<file path="config.mk">
export PLATFORM = sky130hd
export DESIGN_NAME = act_interp_pipe
export DESIGN_NICKNAME = d
export VERILOG_FILES = /design/src/rtl/act_interp_pipe_pkg.sv /design/src/rtl/act_interp_pipe.sv
export SDC_FILE = /design/constraint.sdc
export NUM_CORES = 1
export LEC_CHECK = 0
export BUFFER_PORTS_ARGS = -buffer_cell sky130_fd_sc_hd__buf_2
export CAP_MARGIN = 25
export CORE_MARGIN = 2
export CORE_UTILIZATION = 59
export DETAILED_ROUTE_END_ITERATION = 6
export PLACE_DENSITY = 0.86
export SYNTH_ARGS = -nofsm -noshare
export SYNTH_HDL_FRONTEND = slang
export SYNTH_SLANG_ARGS = --single-unit
export TNS_END_PERCENT = 1
</file>
<file path="constraint.sdc">
create_clock -name clk -period 4.12 [get_ports clk]
set_input_delay 0.206 -clock clk [delete_from_list [all_inputs] [get_ports clk]]
set_output_delay 0.206 -clock clk [all_outputs]
set_load 0.03 [all_outputs]
</file>
<file path="src/rtl/act_interp_pipe_pkg.sv">
// ---------------------------------------------------------------------------
// act_interp_pipe_pkg
// Shared definitions for the piecewise-linear activation interpolator:
//   - default widths (data, LUT address, fraction)
//   - signed activation data type
//   - sat(): clamp a wide signed value into a w-bit signed range, shared
//     with other layers that need the same output guard
// ---------------------------------------------------------------------------
package act_interp_pipe_pkg;

   localparam int DEF_DATA_W = 8;
   localparam int DEF_ADDR_W = 4;
   localparam int DEF_FRAC_W = DEF_DATA_W - DEF_ADDR_W;

   typedef logic signed [DEF_DATA_W-1:0] data_t;

   // Clamp v to [-2^(w-1), 2^(w-1)-1]; result is returned at 32 bits and the
   // caller keeps the low w bits.
   function automatic logic signed [31:0] sat(input logic signed [31:0] v,
                                              input int w);
      logic signed [31:0] hi;
      logic signed [31:0] lo;
      hi = (32'sd1 <<< (w - 1)) - 32'sd1;
      lo = -(32'sd1 <<< (w - 1));
      if (v > hi)
         return hi;
      else if (v < lo)
         return lo;
      else
         return v;
   endfunction

endpackage

</file>
<file path="src/rtl/act_interp_pipe.sv">
// ---------------------------------------------------------------------------
// act_interp_pipe
// Three-stage piecewise-linear activation interpolator sitting between a
// neuron's pre-activation sum and an external combinational activation LUT.
//   stage 1 : register LUT address (x MSBs) and fraction (x LSBs)
//   stage 2 : capture LUT base and (next - base) * frac
//   stage 3 : y = sat(base + floor(prod / 2^FRAC_W))
// Ports:
//   clk, rst               clock, asynchronous active-high reset
//   in_valid/in_ready/in_x upstream handshake and signed input
//   lut_address            LUT address, straight from the stage-1 register
//   lut_base/lut_next      combinational LUT return (entry, following entry)
//   out_valid/out_ready    downstream handshake
//   out_y                  signed interpolated activation
// The whole pipe stalls as one unit when the output is full and not taken.
// ---------------------------------------------------------------------------
module act_interp_pipe
   import act_interp_pipe_pkg::*;
#(
   parameter int DATA_W = DEF_DATA_W,
   parameter int ADDR_W = DEF_ADDR_W,
   parameter int FRAC_W = DATA_W - ADDR_W
) (
   input  logic                     clk,
   input  logic                     rst,
   input  logic                     in_valid,
   output logic                     in_ready,
   input  logic signed [DATA_W-1:0] in_x,
   output logic        [ADDR_W-1:0] lut_address,
   input  logic signed [DATA_W-1:0] lut_base,
   input  logic signed [DATA_W-1:0] lut_next,
   output logic                     out_valid,
   input  logic                     out_ready,
   output logic signed [DATA_W-1:0] out_y
);

   localparam int DW = DATA_W + 1;           // base/next difference
   localparam int PW = DATA_W + FRAC_W + 1;  // difference * fraction
   localparam int SW = DATA_W + 2;           // final sum before clamp

   logic                     en;
   logic                     v1, v2, v3;
   logic        [ADDR_W-1:0] addr1;
   logic        [FRAC_W-1:0] frac1;
   logic signed [DATA_W-1:0] base2;
   logic signed [PW-1:0]     prod2;
   logic signed [DATA_W-1:0] y3;

   logic signed [DW-1:0]     diff_c;
   logic signed [FRAC_W:0]   frac_ext_c;
   logic signed [PW-1:0]     prod_c;
   logic signed [PW-1:0]     prod_sh_c;
   logic signed [SW-1:0]     sum_c;
   logic signed [31:0]       sat_c;
   logic signed [DATA_W-1:0] y_c;

   assign en          = !(v3 && !out_ready);
   assign in_ready    = en;
   assign out_valid   = v3;
   assign out_y       = y3;
   assign lut_address = addr1;

   always_comb begin
      diff_c     = DW'(lut_next) - DW'(lut_base);
      // Fraction is an unsigned weight; the extra zero MSB keeps it positive
      // in the signed multiply.
      frac_ext_c = {1'b0, frac1};
      prod_c     = PW'(diff_c) * PW'(frac_ext_c);
      // Arithmetic shift gives floor, so negative slopes round toward -inf.
      prod_sh_c  = prod2 >>> FRAC_W;
      sum_c      = SW'(base2) + SW'(prod_sh_c);
      sat_c      = sat(32'(sum_c), DATA_W);
      y_c        = sat_c[DATA_W-1:0];
   end

   always_ff @(posedge clk or posedge rst) begin
      if (rst) begin
         v1    <= 1'b0;
         v2    <= 1'b0;
         v3    <= 1'b0;
         addr1 <= '0;
         frac1 <= '0;
         base2 <= '0;
         prod2 <= '0;
         y3    <= '0;
      end else if (en) begin
         v1 <= in_valid;
         if (in_valid) begin
            addr1 <= in_x[DATA_W-1 -: ADDR_W];
            frac1 <= in_x[FRAC_W-1:0];
         end
         v2    <= v1;
         base2 <= lut_base;
         prod2 <= prod_c;
         v3    <= v2;
         // Output register only moves for real items so bubbles leave the
         // last result visible.
         if (v2)
            y3 <= y_c;
      end
   end

endmodule

</file>
# Word level (Yosys, flattened, before mapping)
# Index checks and enable logic that the tools add are counted.
# W data, S select, Z words.
# totals
mem_bits_ro	0
memories	0
out_inout_bits	14
regBits	40
elab_cells	21
inputBits	28
mem_bits_rw	0
latchBits	0
# classes
n_lt_le_gt_ge	2
n_addsub	2
div	0
mul	1
n_shift	0
bitwise_logic	1
n_reduce_logical	5
mux	2
n_eq_ne	0
# op_table
cell	n
$mux W8	2
$mul A9 B5 Y13	1
$add A8 B9 Y10	1
$gt A10 B8 Y1 const B	1
$lt A10 B8 Y1 const B	1
$sub A8 B8 Y9	1
$reduce_and A2 Y1	2
$logic_not A1 Y1	2
$logic_and A1 B1 Y1	1
$not A1 Y1	1

# Depth between registers and ports, before layout
# Gate-level depths: netlist (run 1).
# logic_depth
ltp_word	4
mapped_depth	21
ltp_nobuf	21

# Worst setup path before layout (run 1)
# OpenSTA, ideal clock, no wires.
# synth_timing
path_type	in2reg
startpoint	input lut_base[1]
endpoint	register prod2[9]
path_slack_ns	-0.296
n_path_buf	0
arrival_ns	4.291
required_time_ns	3.995
setup_time_ns	0.125
path_stages	21
path_cell_list	inv_1 ha_1 nor2b_1 o21ai_0 a21boi_0 o21ai_0 nor2b_1 xnor2_1 and2_1 ha_1 fa_1 inv_1 fa_1 inv_1 ha_1 or3_1 nor3_1 nor2_1 a21o_1 xor2_1 mux2_2
# synth_via
elab_chain_len	2
# synth_lines
item	line	text
start: declaration	act_interp_pipe.sv:30	input logic signed [DATA_W-1:0] lut_base,
$sub A8 B8 Y9	act_interp_pipe.sv:64	diff_c = DW'(lut_next) - DW'(lut_base);
$mul A9 B5 Y13	act_interp_pipe.sv:68	prod_c = PW'(diff_c) * PW'(frac_ext_c);
end signal: assignment	act_interp_pipe.sv:94	prod2 <= prod_c;
end: declaration	act_interp_pipe.sv:46	logic signed [PW-1:0] prod2;
# No other way between the ends.
# A chain may end at the register's enable or synchronous reset.

# Worst setup path after layout (run 1)
# Same ends and word-level chain as after synthesis.

==> results of run 1 <==
[cell families (layout without fill, tap and decap cells)]
family                   Yosys count  after routing  share of synthesized area (%)
AO/OA/AOI/OAI                     66             66                           15.2
XOR/XNOR                          18             18                           4.79
adder cells (fa/ha/maj)           57             57                           26.0
buffers and inverters             60            142                           6.92
flip-flops                        36             36                           27.4
multiplexers                      11             11                           3.73
AND/OR/NAND/NOR                  100            100                           16.0
[through the flow]
step	hold WS [ns]	setup TNS, ns	util [%]	cells	power (mW)
2_1_floorplan	0.318	0	-	348	2.26
3_3_place_gp	0.319	-1.30	72.5	489	2.80
3_5_place_dp	0.333	-1.94	72.5	489	2.92
4_1_cts	0.0235	-0.0233	75.5	499	3.30
5_1_grt	0.0654	-0.704	78.2	502	3.81
6_report	0.00267	-0.0585	78.2	502	3.53
[routing by layer]
layer  share of wire [%]  track usage, %  vias up  wire [um]
li1                    -               -     1329          -
met1                  42            29.5     1334       3140
met2                  52            43.5       75       3900
met3                 3.7            3.68       15        276
met4                 2.6            8.95        0        196
met5                   0               0        -          0
[layout make-up]
class	instances	area [um^2]	share of cell area, %
inverters	54	210	4.94
clock buffers	7	96.3	2.27
multi-input cells	252	2420	57.0
clock inverters	1	30.0	0.706
flip-flops and latches	36	901	21.2
repair buffers	80	500	11.8
well taps	72	90.1	2.12
[tightest hold or removal path: cells and delay by family]
family                 cells  cell delay, ns
buffers and inverters      3            0.52
[final timing paths]
kind	start	slack [ns]	end
worst min register to register	v1$_DFFE_PP0N_	0.49	v2$_DFFE_PP0N_
max in group asynchronous	rst	3.80	prod2[6]$_DFFE_PP0N_
worst min-delay path	rst	0.003	frac1[1]$_DFFE_PP0P_
min in group clk	in_x[1]	0.14	frac1[1]$_DFFE_PP0P_
worst max register to register	frac1[2]$_DFFE_PP0P_	0.32	prod2[9]$_DFFE_PP0N_
worst max-delay path	lut_base[1]	-0.03	prod2[9]$_DFFE_PP0N_
[where the power goes]
group / internal, mW / switching [mW]
clock network: 0.213 / 0.126
registers: 0.501 / 0.109
logic: 1.23 / 1.36
[sequential cells by signal, indices dropped and copies added, names as in the netlist]
name and count:
out_valid 1, v1 1, base2 8, lut_address 4, out_y 8, prod2 9
frac1 4, v2 1
[cells in the final DEF (no fill, tap or decap), types with 9 or more instances in the layout]
cell     synthesis  routed
buf_2            2      40
o21ai_0         15      11
buf_4            0      40
mux2_2          10       9
inv_1           54      50
and2_1          19      18
nor2_1          14      12
a21oi_1         16      12
fa_1            19      18
dfrtp_1         36      36
nand2_1         35      33
ha_1            38      28
[cells in the mapped netlist, types with 2 or more instances]
| library cell | instances | share of area (%) |
|---|---|---|
| inv_1 | 54 | 6.2 |
| ha_1 | 38 | 14 |
| dfrtp_1 | 36 | 27 |
| nand2_1 | 35 | 4.0 |
| and2_1 | 19 | 3.6 |
| fa_1 | 19 | 12 |
| a21oi_1 | 16 | 2.4 |
| o21ai_0 | 15 | 2.3 |
| nor2_1 | 14 | 1.6 |
| xnor2_1 | 12 | 3.2 |
| mux2_2 | 10 | 3.4 |
| nor2b_1 | 9 | 1.7 |
| a221o_1 | 6 | 1.8 |
| xor2_1 | 6 | 1.6 |
| a21o_1 | 5 | 1.1 |
| nor3_1 | 5 | 0.76 |
| nand2b_1 | 4 | 0.76 |
| clkbuf_1 | 3 | 0.34 |
| o21a_1 | 3 | 0.68 |
| a21boi_0 | 2 | 0.46 |
| a31oi_4 | 2 | 1.3 |
| buf_2 | 2 | 0.30 |
| nand3b_1 | 2 | 0.46 |
| o21ai_1 | 2 | 0.30 |
| o31ai_1 | 2 | 0.46 |
| or3_1 | 2 | 0.38 |
[what timing repair did]
action | CTS | global route
endpoints found under the setup margin | 4 | 7
pin swaps | 7 | 24
resized for setup | 3 | 26
setup buffers | 2 | 3
==> reports/metrics.cfg, run 1 <==
[timing]
final.setup.worst_slack_ns=-0.0350
maxSlewViolCount=0
rsz0062_at_grt=yes
slew_headroom_pct=70.1
finalCriticalPeriod_ns=4.15
setup_viol=3
clock.fmax_mhz=241
skew_ns=0.00315
tightest_slew_ns=0.448
finalHoldViolCount=0
period_share_pct=101

[cts]
cts_tree=yes
cts.sinks=36
h-tree-depth=2
clk_latency_ns=0.29
ctsLongestPathBuffers=2
cts_hold_buf=0
numCtsBuffers=5
clk_pin_slew_ns=0.07
cts_root_buffer=clkbuf_8

[pwr]
power.density_mw_per_mm2=830
power_leakage_nw=2.13
peakVddDrop_uv=472

[worst_setup_path]
worstSetupStartpointType=input pin
crit_chain=buf_2 > inv_2 > ha_4 > nor2b_1 > o21ai_1 > a21boi_2 > o21ai_2 > nor2b_4 > xnor2_2 > and2_1 > ha_1 > fa_1 > inv_1 > fa_1 > inv_1 > ha_2 > or3_4 > nor3_4 > nor2_2 > a21o_1 > xor2_1 > mux2_4
cp_top_family=adder cells
path_buf_inv=4
crit_cells=22
cp.arrival_ns=4.34
critPathSlowestCell=fa_1
max_stage_delay_ns=0.48
reg2regPathDepth=14
path_max_fanout=4
cp_data_required_time_ns=4.30
path_class=input pin to register
cp-end-kind=register

[floorplanning]
num_rows=27
ios=42
dieArea_mm2=0.00619
die_y_um=78.7
die_x_um=78.7
start_util_pct=60.5
core_mm2=0.00544

[logic_synthesis]
ys_ff_latch=36
ys_seq_area_share_pct=27.4
syn_area_per_cell_um2=9.45
yosysUniqueCellTypes=51
netlist_area_mm2=0.00329
synth_edf_count=0
ys.flop_type=dfrtp_1
synth_warnings=0
syn_inst=348
async_flop_share_pct=100
syn_nets=433

[route]
wl_per_cell_um=15.0
viasPerCell=5.48
drt_pass1_iterations=4
num_vias=2753
drt_iter0_drc=98
post-route-drc-count=0
wirelength_um=7510
ant_nets=0

[final_layout]
fillCellCount=340
area_delta_synth_final_pct=29.3
finalInstanceArea_mm2=0.00425
diodes=0
fin_nets=514
final_layout_size_suffix_gt1_share_pct=34.4

[grt]
grt_pass1_vias=2669
grt_pass1_wl_um=11800
antenna_found_initial=0
grtUsageTotal_pct=24.3
grt_max_degree=37
grt_overflow=0

[run_status]
status=finished, violations left
violations=setup timing

[placed_design]
pre_cts_slack_ns=-0.476
gp_congestion=0.865
portBuffers=41
placed_area_mm2=0.00395
dp_hpwl_um=5700

[job]
drv_cap=0

[hold_path]
hold_path_class=input pin to async pin

Note: power is estimated with default switching activity, not from simulation.
==> run 2, diff against run 1 <==
--- a/config.mk
+++ b/config.mk
@@ -14,4 +14,3 @@
 export SYNTH_ARGS = -nofsm -noshare
 export SYNTH_HDL_FRONTEND = slang
 export SYNTH_SLANG_ARGS = --single-unit
-export TNS_END_PERCENT = 1
==> run 2 against run 1 <==
The run now ends clean. Worst hold slack hardly changed. Non-clock buffer count is 2 higher. Largest power group unchanged. Cell count is 0.40% higher. Critical path depth is 1 lower. Wire length is 0.36% higher. Clock skew is 0.0038 ns higher. Design area is 0.97% higher. Global-route usage stayed put. Sequential share of layout area is 0.20 points lower.
==> reports/metrics.cfg, run 2 (synthesized netlist as in run 1, its figures left out) <==
[final_layout]
max_flop_register=prod2
fillCellCount=331  ; -2.6%
layout_common_cells=inv_1 (49), buf_4 (40), buf_2 (38)
area_delta_synth_final_pct=30.5
fin_nets=516  ; +0.39%
final_common_cell=inv_1
diodes=0  ; unchanged
final_layout_size_suffix_gt1_share_pct=34.7  ; +0.30 points
largest_reg_flops=9  ; unchanged

[worst_setup_path]
crit_chain=buf_2 > ha_4 > nor2b_1 > o21ai_1 > a21boi_2 > o21ai_2 > nor2b_4 > xnor2_2 > and2_1 > ha_1 > fa_1 > inv_1 > fa_1 > inv_1 > ha_2 > or3_4 > nor3_4 > nor2_4 > a21o_1 > xor2_1 > mux2_4
cp_data_required_time_ns=4.31  ; about the same
worstSetupStartpointType=input pin
reg2reg_slack_ns=0.34  ; +0.02 ns
max_stage_delay_ns=0.48  ; about the same
crit_start=lut_next[1]
path_max_fanout=3  ; -1
path_class=input pin to register
reg2reg_from=frac1[2]$_DFFE_PP0P_
critPathSlowestCell=fa_1
cp.arrival_ns=4.30  ; -0.04 ns
cp-end-kind=register

[pwr]
power.density_mw_per_mm2=826  ; -0.56%
p_seq_share_pct=17.2  ; about the same
peakVddDrop_uv=475  ; +0.53%
swShare_pct=45.1  ; about the same
pwr-share-comb_pct=73.2  ; about the same
p_sw_mw=1.60  ; +0.50%
power_leakage_nw=2.14  ; +0.75%
power_mw=3.54  ; +0.40%
p_int_mw=1.95  ; +0.32%
pwr-share-clk_pct=9.6  ; about the same

[placed_design]
gp_congestion=0.865  ; unchanged
dp_hpwl_um=5700  ; unchanged
portBuffers=41  ; unchanged

[route]
wl_per_cell_um=14.9  ; about the same
wirelength_um=7530  ; +0.36%
ant_nets=0  ; unchanged
num_vias=2780  ; +0.98%
drt_pass1_iterations=4  ; unchanged
post-route-drc-count=0  ; unchanged
drt_iter0_drc=102  ; +4.1%
viasPerCell=5.52  ; +0.58%

[cts]
cts_tree=yes
cts_root_buffer=clkbuf_8
numCtsBuffers=5  ; unchanged
clk_latency_ns=0.30  ; about the same
cts.sinks=36  ; unchanged
clk_pin_slew_ns=0.07  ; about the same
h-tree-depth=2  ; unchanged
cts_hold_buf=0  ; unchanged
ctsLongestPathBuffers=2  ; unchanged

[timing]
tightest_slew_ns=0.456  ; +0.00807 ns
skew_ns=0.00697  ; +0.00382 ns
slew_headroom_pct=69.5  ; -0.54 points
rsz0062_at_grt=yes
finalCriticalPeriod_ns=4.12  ; -0.0379 ns
finalHoldViolCount=0  ; unchanged
clock.fmax_mhz=243  ; +0.92%
fin_hold_ws_ns=0.00249  ; -0.000175 ns
setup_viol=0  ; -3
period_share_pct=99.9  ; -0.92 points
maxSlewViolCount=0  ; unchanged

[floorplanning]
start_util_pct=60.5  ; unchanged
num_rows=27  ; unchanged
dieArea_mm2=0.00619  ; unchanged
core_mm2=0.00544  ; unchanged
die_x_um=78.7  ; unchanged
die_y_um=78.7  ; unchanged
ios=42  ; unchanged

[grt]
antenna_found_initial=0  ; unchanged
grt_pass1_wl_um=11800  ; unchanged
grt_overflow=0  ; unchanged
grt_pass1_vias=2669  ; unchanged
grt_max_degree=37  ; unchanged
grtUsageTotal_pct=24.3  ; unchanged

[job]
drv_cap=0  ; unchanged

[run_status]
status=complete, no violations

[hold_path]
hold_path_class=input pin to async pin

run 2: layer usage:
metal  track usage (%)  share of wire (%)
met3              3.68                3.3
met1              29.5                 41
met5                 0                  0
met2              43.5                 53
met4              8.95                2.7
run 2: critical path, delay by kind of cell:
| kind | cells | cell delay (ns) |
|---|---|---|
| buffers and inverters | 3 | 0.21 |
| muxes | 1 | 0.25 |
| xor gates and xnor gates | 2 | 0.27 |
| and+or+nand+nor | 6 | 1.16 |
| adders and majority gates | 5 | 1.56 |
| AOI/OAI and AO/OA | 4 | 0.63 |
run 2: what timing repair did:
action,4_1_cts,5_1_grt
setup buffers,2,5
gates resized for setup,3,33
endpoints found under the setup margin,4,7
pin swaps,7,28
run 2: final cells by class:
class	instances	area (um^2)	area share, %
multi-input cells	252	2430	56.5
flip-flops and latches	36	901	21.0
repair buffers	82	539	12.6
inverters	54	210	4.90
clock buffers	7	96.3	2.24
well taps	72	90.1	2.10
clock inverters	1	30.0	0.700
run 2: power by group through the flow:
stage / Sequential [mW] / Clock [mW] / Combinational, mW
floorplan: 0.681 / 0 / 1.58
global route: 0.625 / 0.351 / 2.84
detailed placement: 0.611 / 0 / 2.30
global placement: 0.605 / 0 / 2.19
finish: 0.608 / 0.341 / 2.60
CTS: 0.605 / 0.340 / 2.36
run 2: per-stage QoR:
stage,cells,cell area [um^2],TNS (ns),setup slack [ns],util (%)
after floorplan,348,3420,0,0.000356,-
after global placement,489,3950,-1.30,-0.350,72.5
after detailed placement,489,3950,-1.94,-0.476,72.5
after CTS,499,4110,-0.0233,-0.0229,75.5
after global routing,504,4290,-0.485,-0.147,78.9
final,504,4290,0,0.00290,78.9
run 2: worst paths after layout:
path / end / depth (start not counted)
min in group clk: base2[0]$_DFFE_PP0N_ / 3
hold / removal: frac1[1]$_DFFE_PP0P_ / 3
max in group asynchronous: out_y[5]$_DFFE_PP0P_ / 3
hold reg to reg: base2[0]$_DFFE_PP0N_ / 2
setup reg to reg: prod2[9]$_DFFE_PP0N_ / 14
setup / recovery: prod2[9]$_DFFE_PP0N_ / 21
